<file path="src/rtl/core_ctrl_pkg.sv">
// Shared definitions for the pipeline sequencing control slice.
//   state_e   : sequencing FSM states
//   FWD_*     : EX operand forwarding select encodings
//   REG_ZERO  : architectural zero register (never hazards / forwards)
package core_ctrl_pkg;

    typedef enum logic [1:0] {
        INIT     = 2'd0,
        RUN      = 2'd1,
        MEM_WAIT = 2'd2,
        HALT     = 2'd3
    } state_e;

    localparam logic [1:0] FWD_RF  = 2'b00;
    localparam logic [1:0] FWD_EX  = 2'b01;
    localparam logic [1:0] FWD_MEM = 2'b10;
    localparam logic [1:0] FWD_WB  = 2'b11;

    localparam int unsigned REG_ZERO = 0;

endpackage

</file>
<file path="src/rtl/forward_select.sv">
// Operand forwarding select for one source register.
//   src_i                  : source register field from ID
//   ex_rd_i/ex_reg_we_i/ex_load_i : EX-stage producer (loads cannot forward from EX)
//   mem_rd_i/mem_reg_we_i  : MEM-stage producer
//   wb_rd_i/wb_reg_we_i    : WB-stage producer
//   sel_o                  : FWD_RF / FWD_EX / FWD_MEM / FWD_WB, youngest producer wins
module forward_select
    import core_ctrl_pkg::*;
#(
    parameter int unsigned REG_ADDR_W = 5
) (
    input  logic [REG_ADDR_W-1:0] src_i,
    input  logic [REG_ADDR_W-1:0] ex_rd_i,
    input  logic                  ex_reg_we_i,
    input  logic                  ex_load_i,
    input  logic [REG_ADDR_W-1:0] mem_rd_i,
    input  logic                  mem_reg_we_i,
    input  logic [REG_ADDR_W-1:0] wb_rd_i,
    input  logic                  wb_reg_we_i,
    output logic [1:0]            sel_o
);

    localparam logic [REG_ADDR_W-1:0] ZERO_ADDR = REG_ADDR_W'(REG_ZERO);

    always_comb begin
        sel_o = FWD_RF;
        if (src_i != ZERO_ADDR) begin
            if (ex_reg_we_i && !ex_load_i && (ex_rd_i == src_i)) begin
                sel_o = FWD_EX;
            end else if (mem_reg_we_i && (mem_rd_i == src_i)) begin
                sel_o = FWD_MEM;
            end else if (wb_reg_we_i && (wb_rd_i == src_i)) begin
                sel_o = FWD_WB;
            end
        end
    end

endmodule

</file>
<file path="src/rtl/hazard_stall_controller.sv">
// Pipeline sequencing controller for the 5-stage core.
// Flushes the pipe after reset, inserts a bubble on load-use hazards, freezes
// every pipeline register while data memory is not ready (halting after too
// many consecutive not-ready cycles), and generates EX forwarding selects.
//   clk, reset_n              : clock, async active-low reset
//   id_*                      : source fields / usage of the ID instruction
//   ex_*, mem_*, wb_*         : producers in later stages, memory handshake
//   pc_le .. memwb_le         : pipeline register load enables (Mealy)
//   cmux                      : 1 = zero ID control signals (bubble)
//   fwd_a, fwd_b              : rs / rt operand forwarding selects
//   halted                    : memory timeout flag, cleared only by reset
//   stall_cycles              : saturating count of cycles with pc_le=0
module hazard_stall_controller
    import core_ctrl_pkg::*;
#(
    parameter int unsigned REG_ADDR_W   = 5,
    parameter int unsigned INIT_CYCLES  = 2,
    parameter int unsigned MEM_WAIT_MAX = 15,
    parameter int unsigned STALL_CNT_W  = 16
) (
    input  logic                   clk,
    input  logic                   reset_n,
    input  logic [REG_ADDR_W-1:0]  id_rs,
    input  logic [REG_ADDR_W-1:0]  id_rt,
    input  logic                   id_uses_rs,
    input  logic                   id_uses_rt,
    input  logic [REG_ADDR_W-1:0]  ex_rd,
    input  logic                   ex_reg_we,
    input  logic                   ex_load,
    input  logic [REG_ADDR_W-1:0]  mem_rd,
    input  logic                   mem_reg_we,
    input  logic                   mem_access,
    input  logic                   dmem_ready,
    input  logic [REG_ADDR_W-1:0]  wb_rd,
    input  logic                   wb_reg_we,
    output logic                   pc_le,
    output logic                   ifid_le,
    output logic                   idex_le,
    output logic                   exmem_le,
    output logic                   memwb_le,
    output logic                   cmux,
    output logic [1:0]             fwd_a,
    output logic [1:0]             fwd_b,
    output logic                   halted,
    output logic [STALL_CNT_W-1:0] stall_cycles
);

    localparam logic [REG_ADDR_W-1:0] ZERO_ADDR = REG_ADDR_W'(REG_ZERO);
    localparam logic [3:0]            INIT_LAST = 4'(INIT_CYCLES - 1);
    localparam logic [7:0]            WAIT_MAX  = 8'(MEM_WAIT_MAX);

    state_e                 state_q, state_d;
    logic [3:0]             init_cnt_q, init_cnt_d;
    logic [7:0]             wait_cnt_q, wait_cnt_d;
    logic [STALL_CNT_W-1:0] stall_cnt_q, stall_cnt_d;

    logic load_use;
    logic mem_stall;
    logic run_rules;

    assign mem_stall = mem_access & ~dmem_ready;
    assign load_use  = ex_load & ex_reg_we & (ex_rd != ZERO_ADDR) &
                       ((id_uses_rs & (id_rs == ex_rd)) |
                        (id_uses_rt & (id_rt == ex_rd)));

    // State register
    always_ff @(posedge clk or negedge reset_n) begin
        if (!reset_n) begin
            state_q     <= INIT;
            init_cnt_q  <= '0;
            wait_cnt_q  <= '0;
            stall_cnt_q <= '0;
        end else begin
            state_q     <= state_d;
            init_cnt_q  <= init_cnt_d;
            wait_cnt_q  <= wait_cnt_d;
            stall_cnt_q <= stall_cnt_d;
        end
    end

    // Next-state logic
    always_comb begin
        state_d    = state_q;
        init_cnt_d = init_cnt_q;
        wait_cnt_d = wait_cnt_q;
        unique case (state_q)
            INIT: begin
                init_cnt_d = init_cnt_q + 4'd1;
                if (init_cnt_q == INIT_LAST) state_d = RUN;
            end
            RUN: begin
                if (mem_stall) begin
                    state_d    = MEM_WAIT;
                    wait_cnt_d = 8'd1;
                end
            end
            MEM_WAIT: begin
                if (dmem_ready) begin
                    state_d = RUN;
                end else if (wait_cnt_q < WAIT_MAX) begin
                    wait_cnt_d = wait_cnt_q + 8'd1;
                end else begin
                    state_d = HALT;
                end
            end
            HALT: state_d = HALT;
            default: state_d = INIT;
        endcase

        stall_cnt_d = stall_cnt_q;
        if (!pc_le && (stall_cnt_q != '1)) stall_cnt_d = stall_cnt_q + 1'b1;
    end

    // Output logic: the MEM_WAIT release cycle reuses the RUN hazard rules
    always_comb begin
        pc_le     = 1'b0;
        ifid_le   = 1'b0;
        idex_le   = 1'b0;
        exmem_le  = 1'b0;
        memwb_le  = 1'b0;
        cmux      = 1'b0;
        run_rules = 1'b0;
        unique case (state_q)
            INIT: begin
                idex_le  = 1'b1;
                exmem_le = 1'b1;
                memwb_le = 1'b1;
                cmux     = 1'b1;
            end
            RUN:      run_rules = ~mem_stall;
            MEM_WAIT: run_rules = dmem_ready;
            HALT:     cmux = 1'b1;
            default:  cmux = 1'b1;
        endcase
        if (run_rules) begin
            pc_le    = ~load_use;
            ifid_le  = ~load_use;
            idex_le  = 1'b1;
            exmem_le = 1'b1;
            memwb_le = 1'b1;
            cmux     = load_use;
        end
    end

    assign halted       = (state_q == HALT);
    assign stall_cycles = stall_cnt_q;

    forward_select #(.REG_ADDR_W(REG_ADDR_W)) u_fwd_a (
        .src_i        (id_rs),
        .ex_rd_i      (ex_rd),
        .ex_reg_we_i  (ex_reg_we),
        .ex_load_i    (ex_load),
        .mem_rd_i     (mem_rd),
        .mem_reg_we_i (mem_reg_we),
        .wb_rd_i      (wb_rd),
        .wb_reg_we_i  (wb_reg_we),
        .sel_o        (fwd_a)
    );

    forward_select #(.REG_ADDR_W(REG_ADDR_W)) u_fwd_b (
        .src_i        (id_rt),
        .ex_rd_i      (ex_rd),
        .ex_reg_we_i  (ex_reg_we),
        .ex_load_i    (ex_load),
        .mem_rd_i     (mem_rd),
        .mem_reg_we_i (mem_reg_we),
        .wb_rd_i      (wb_rd),
        .wb_reg_we_i  (wb_reg_we),
        .sel_o        (fwd_b)
    );

endmodule
</file>
<file path="config.mk">
export PLATFORM = sky130hd
export DESIGN_NAME = hazard_stall_controller
export DESIGN_NICKNAME = d
export VERILOG_FILES = /design/src/rtl/core_ctrl_pkg.sv /design/src/rtl/forward_select.sv /design/src/rtl/hazard_stall_controller.sv
export SDC_FILE = /design/constraint.sdc
export NUM_CORES = 1
export LEC_CHECK = 0
export ABC_AREA = 1
export CAP_MARGIN = 20
export CORE_UTILIZATION = 49
export CTS_BUF_LIST = sky130_fd_sc_hd__clkbuf_16
export CTS_CLUSTER_DIAMETER = 80
export CTS_CLUSTER_SIZE = 10
export DETAILED_ROUTE_END_ITERATION = 7
export PLACE_DENSITY_LB_ADDON = 0.2
export SLEW_MARGIN = 10
export SYNTH_ARGS = -nofsm -noshare
export SYNTH_HDL_FRONTEND = slang
export SYNTH_SLANG_ARGS = --single-unit
</file>
<file path="constraint.sdc">
create_clock -name clk -period 2.61 [get_ports clk]
set_input_delay 0.522 -clock clk [delete_from_list [all_inputs] [get_ports clk]]
set_output_delay 0.522 -clock clk [all_outputs]
set_load 0.01 [all_outputs]
</file>
==> impl_metrics.yaml <==
run_status:
  status: "finished, final reports clean"
routing:
  ant_nets: 0
  dr.pass1.iters: 6
  drtIter0Drc: 131
  num_vias: 2451
  drt_wl_total_microns: 5850
  drcViolationCount: 0
  wire_per_inst_microns: 12.2
  vias_per_cell: 5.10
global_routing:
  grt_overflow: 0
  use_met2_pct: 43.3
  grt_max_degree: 31
  grt_pass1_wl_microns: 9920
  grt_busiest_layer: "met2"
  grt_pass1_vias: 2291
  antenna_found_initial: 0
  grt.total_usage_pct: 24.8
  use_met3_pct: 4.27
  use_met1_pct: 31.9
placement:
  detailed_place_hpwl_microns: 4510
  place_area_sq_um: 3110
  globalplace.congestion: 0.900
  dp_slack_ns: -0.476
  io_buffers: 61
die:
  rows: 24
  start_util_pct: 52.2
  ioPinCount: 62
  core_area_sq_um: 4440
  dieArea_sq_um: 5010
  die_h_microns: 70.8
  fp.dieW_microns: 70.8
power_and_ir_drop:
  power.density_nw_per_um2: 739
  total_power_mw: 2.42
  p_leak_nw: 1.71
  ir_drop_v: 0.000392
cts:
  clock_path_buffers: 2
  clkTransAtPathRegs_ns: 0.05
  clock_latency_ns: 0.27
  tritoncts: "yes"
  cts_buffers: 5
  clockRootBuffer: "clkbuf_16"
  ctsHtreeMaxLevel: 2
  clock_sinks: 30
sta:
  rsz0062_at_grt: "yes"
  setup_violations: 0
  finalClockSkew_ns: 0.00511
  finalWorstPathRequiredPeriod_ns: 2.56
  hold_viol: 0
  worst_slew_pin_slew_ns: 0.389
  setup_slack_ns: 0.0500
  max-slew-margin-rel_pct: 74.1
  setup-tns-final_ns: 0
  min_period_over_period_pct: 98.1
  slew_violations: 0
  fmax_mhz: 391
critical_path:
  cpLargestDelayFamily: "buffers and inverters"
  critPathMaxStageDelay_ns: 0.49
  startpoint_type: "primary input"
  criticalPathCategory: "in2out"
  end_kind: "primary output"
  worst_ep_arrival_time_ns: 2.04
  crit_required_ns: 2.09
  worst-path-max-fanout: 5
  critPathBufInv: 4
  crit_chain: "clkdlybuf4s50_1 -> inv_2 -> nand2_1 -> nand2_1 -> nor2_2 -> nand3_1 -> nor2_2 -> inv_1 -> a21oi_1 -> clkdlybuf4s15_1"
  critPathSlowestCell: "clkdlybuf4s50_1"
synthesis:
  seq_area_frac_synth_pct: 32.4
  synth_warnings: 0
  synth_cells: 342
  ys_ff_latch: 30
  syn-cell-area_sq_um: 2320
  yosysUniqueCellTypes: 29
  synth_fp_nets: 386
  syn_avg_cell_area_sq_um: 6.78
finish:
  finalNetCount: 472
  final_common_cell: "nand2_1"
  finish.utilization_pct: 73.7
  fillCellCount: 380
  regArea_sq_um: 751
  n_antenna_cell: 0
  drive_above_1_share_pct: 13.1
  final_cell_area_sq_um: 3270
  syn2layout_area_growth_pct: 41.2
  final_cell_mix: "nand2_1, inv_1, nand3_1, clkdlybuf4s50_1, dfrtp_1"
  multi_input_area_sq_um: 1350
job:
  cap_viol_max_count: 0
hold_path:
  hp-class: "reg2reg"
state kept, by name, indices dropped and copies added (netlist names):
register,count
init_cnt_q,4
wait_cnt_q,8
stall_cycles,16
state_q,2
worst paths after layout:
kind / startpoint / end / slack [ns] / depth (start not counted)
hold / removal: init_cnt_q[3]$_DFFE_PN0P_ / init_cnt_q[3]$_DFFE_PN0P_ / 0.48 / 1
setup / recovery: id_rt[3] / fwd_b[0] / 0.05 / 10
setup reg to reg: state_q[0]$_DFFE_PN0P_ / stall_cycles[0]$_DFFE_PN0P_ / 0.66 / 12
hold reg to reg: init_cnt_q[3]$_DFFE_PN0P_ / init_cnt_q[3]$_DFFE_PN0P_ / 0.48 / 1
min in group asynchronous: reset_n / init_cnt_q[1]$_DFFE_PN0P_ / 0.64 / 2
max in group asynchronous: reset_n / stall_cycles[8]$_DFFE_PN0P_ / 1.69 / 2
synth_stat cells:
cell / count / share of area [%]
a22o_1: 1 / 0.38
ha_1: 9 / 4.9
buf_4: 3 / 0.97
nand3b_1: 3 / 0.97
a21boi_0: 2 / 0.65
inv_2: 2 / 0.32
xnor2_1: 4 / 1.5
nand2_1: 104 / 17
nor3_1: 12 / 2.6
or2_2: 3 / 0.81
nand2b_1: 2 / 0.54
nand2_2: 1 / 0.27
a21oi_1: 8 / 1.7
a211oi_1: 1 / 0.32
nand4_1: 6 / 1.6
nand3_2: 1 / 0.43
nand4_4: 1 / 0.92
buf_6: 2 / 0.97
nor2_4: 2 / 0.97
o21ai_0: 10 / 2.2
nand2_4: 2 / 0.97
xor2_1: 12 / 4.5
nor2_1: 27 / 4.4
o21a_1: 1 / 0.32
dfrtp_1: 30 / 32
o22ai_1: 6 / 1.6
clkinv_2: 1 / 0.22
inv_1: 51 / 8.3
nand3_1: 35 / 7.6
through the flow:
stage | hold WS, ns | instances
final | 0.482 | 481
after global routing | 0.497 | 481
after CTS | 0.475 | 480
after detailed placement | 0.464 | 471
after global placement | 0.456 | 471
after floorplan | 0.226 | 342
cells by family (layout without fill, tap and decap cells):
group	after synthesis	after routing	synth area share, %
buf+inv	59	146	10.7
compound gates	29	29	7.17
flops	30	30	32.4
fa+ha+maj	9	9	4.85
simple gates	199	199	38.8
xor+xnor	16	16	6.04
metal layers:
metal	part of all wire (%)	up-vias
met3	4.6	8
met1	46	1117
met5	0	-
li1	-	1263
met2	48	63
met4	1.4	0
final cells by class:
| cell class | instances | area share, % |
|---|---|---|
| inverter | 54 | 6.23 |
| timing repair buffer | 84 | 23.4 |
| clock buffer | 5 | 3.82 |
| sequential | 30 | 22.9 |
| tap | 52 | 1.99 |
| clock inverter | 3 | 0.497 |
| multi-input combinational | 253 | 41.2 |
power breakdown:
part           internal (mW)  switching, mW  total, mW
registers              0.576          0.120      0.696
clock network          0.347          0.198      0.545
logic                  0.531          0.647       1.18
timing repair:
action,CTS,global route
gates cloned,0,0
endpoints found under the hold margin,0,0
hold buffers,0,0
setup endpoints to repair,10,6
buffers inserted,1,1
resized for setup,39,11
pin swaps,2,3
Note: power is estimated with default switching activity, not from simulation.
==> RTL change: new RTL, config.mk and constraints unchanged <==
Make the reset (`reset_n`) synchronous in one clocked block. Comments in the files are not updated.
--- a/src/rtl/hazard_stall_controller.sv
+++ b/src/rtl/hazard_stall_controller.sv
@@ -65,5 +65,5 @@
 
     // State register
-    always_ff @(posedge clk or negedge reset_n) begin
+    always_ff @(posedge clk) begin
         if (!reset_n) begin
             state_q     <= INIT;
Function: differs if reset_n is asserted again (counterexample within 4 cycles, from zero or initial values and one cycle with reset_n low); with reset_n held inactive, the same outputs for 10 cycles.
==> RTL change against the original RTL <==
Synthesized area is 4.1% lower; cell area is 2.9% lower; via count is 4.5% higher; routed wire length is 3.0% higher; worst setup slack better by 31 ps; sequential share of layout area is 4.0 points lower; core utilization is 0.69 points lower; sequential cell count stayed put; total power is 15% lower.
==> RTL change: results (changes against the original RTL) <==
- Share of post-route cells with drive strength above 1: 15.5% (was 13.1%)
- Static leakage: 1.47 nW (was 1.71 nW)
- Run status: complete, no violations (unchanged).
* Maximum VDD drop: 0.391 mV (was 0.392 mV)
* Placement Cell Area: 3010 µm² (was 3110 µm²)
- Total routing resource utilization after global routing: 25.2% (was 24.8%)
- Async set or reset register ratio after synthesis: 0% (was 100%)
- Maximum number of pins on one net before global-route repair: 26 (was 31)
- Share of the clock period used by the worst path after layout: 96.9% (was 98.1%)
- Post-detailed-placement half-perimeter wirelength: 4.58 mm (was 4.51 mm)
* Register area share after synthesis: 27.0% (was 32.4%)
- Final weighted congestion in routability-driven placement: 0.878 (was 0.900)
* Cell types with the highest counts after synthesis: sky130_fd_sc_hd__nand2_1, sky130_fd_sc_hd__nor2_1, sky130_fd_sc_hd__inv_1, sky130_fd_sc_hd__dfxtp_1, sky130_fd_sc_hd__nand3_1 (was sky130_fd_sc_hd__nand2_1, sky130_fd_sc_hd__inv_1, sky130_fd_sc_hd__nand3_1, sky130_fd_sc_hd__dfrtp_1, sky130_fd_sc_hd__nor2_1)
- The met3 track demand over resource in global routing was 5.09% (was 4.27%).
- The met2 usage came to 46.6% (was 43.3%).
- The count of distinct cell types in the synthesized netlist came to 35 (was 29).
- Setup slack of the most critical reg-to-reg path: 690 ps (was 660 ps)
- The worst-case setup slack after placement is -393 ps (was -476 ps).
- Iteration count of the initial detailed-routing pass: 4 (was 6)
- Internal power consumption: 1.28 mW (was 1.45 mW)
- Number of cells produced by synthesis: 348 (was 342)
- Number of nets in the synthesized netlist: 392 (was 386)
* End of the worst register-to-register path: wait_cnt_q[3]$_SDFFE_PN0P_ (was stall_cycles[0]$_DFFE_PN0P_)
- Fill cell count: 364 (was 380)
- The source of the worst register-to-register timing path is state_q[0]$_SDFFE_PN0P_ (was state_q[0]$_DFFE_PN0P_).
* Starting DRT DRC Count: 182 (was 131)
- Number of vias in the routed layout: 2561 (was 2451)
* Netlist Area Pre-Place: 2220 µm² (was 2320 µm²)
- The total wire length after detailed routing is 6.02 mm (was 5.85 mm).
- Via count of the first global-routing pass: 2346 (was 2291)
## RTL change: cell type report
class,instances,area [µm²],area share (%)
clock buffers,5,125,3.94
clock inverters,3,16.3,0.512
inverters,47,178,5.59
multi-input cells,264,1440,45.2
flip-flops and latches,30,601,18.9
well taps,52,65.1,2.05
repair buffers,84,756,23.8
## RTL change: cells by family after synthesis
group	count (synthesis)	share of synthesized area, %
and+or+nand+nor	191	38.2
buffers and inverters	54	10.5
AOI/OAI and AO/OA	47	12.5
DFF	30	27.0
xor gates and xnor gates	17	6.69
adders and majority gates	9	5.06
## RTL change: tightest hold or removal path, delay by kind of cell, from the launching register on
family,cells,cell delay (ps)
simple gates,1,50
buf+inv,1,60
flops,1,290
## RTL change: what timing repair did
action                                  4_1_cts  5_1_grt
pin swaps                                     1        5
setup buffers                                 0        1
hold buffers                                  0        0
endpoints found under the setup margin       10       10
cloned                                        0        0
resized for setup                            36       14
## RTL change: how the worst min path moves through the flow
stage,startpoint,endpoint,cells after the start
6_report,wait_cnt_q[4]$_SDFFE_PN0P_,wait_cnt_q[4]$_SDFFE_PN0P_,2
3_3_place_gp,wait_cnt_q[6]$_SDFFE_PN0P_,wait_cnt_q[6]$_SDFFE_PN0P_,2
4_1_cts,wait_cnt_q[4]$_SDFFE_PN0P_,wait_cnt_q[4]$_SDFFE_PN0P_,2
3_5_place_dp,wait_cnt_q[7]$_SDFFE_PN0P_,wait_cnt_q[7]$_SDFFE_PN0P_,2
2_1_floorplan,wait_cnt_q[7]$_SDFFE_PN0P_,wait_cnt_q[7]$_SDFFE_PN0P_,2
5_1_grt,wait_cnt_q[5]$_SDFFE_PN0P_,wait_cnt_q[5]$_SDFFE_PN0P_,2
## RTL change: routing by layer
layer,routed length [µm],vias up
met4,107,0
met3,297,13
li1,-,1293
met1,2470,1177
met5,0,-
met2,3150,78
## RTL change: power groups by stage
| stage | Combinational, mW | Sequential [mW] | Clock [mW] |
|---|---|---|---|
| 6_report | 0.867 | 0.626 | 0.556 |
| 5_1_grt | 0.958 | 0.637 | 0.585 |
| 4_1_cts | 0.855 | 0.624 | 0.562 |
| 3_5_place_dp | 0.881 | 0.631 | 0 |
| 3_3_place_gp | 0.860 | 0.628 | 0 |
| 2_1_floorplan | 0.526 | 0.634 | 0 |
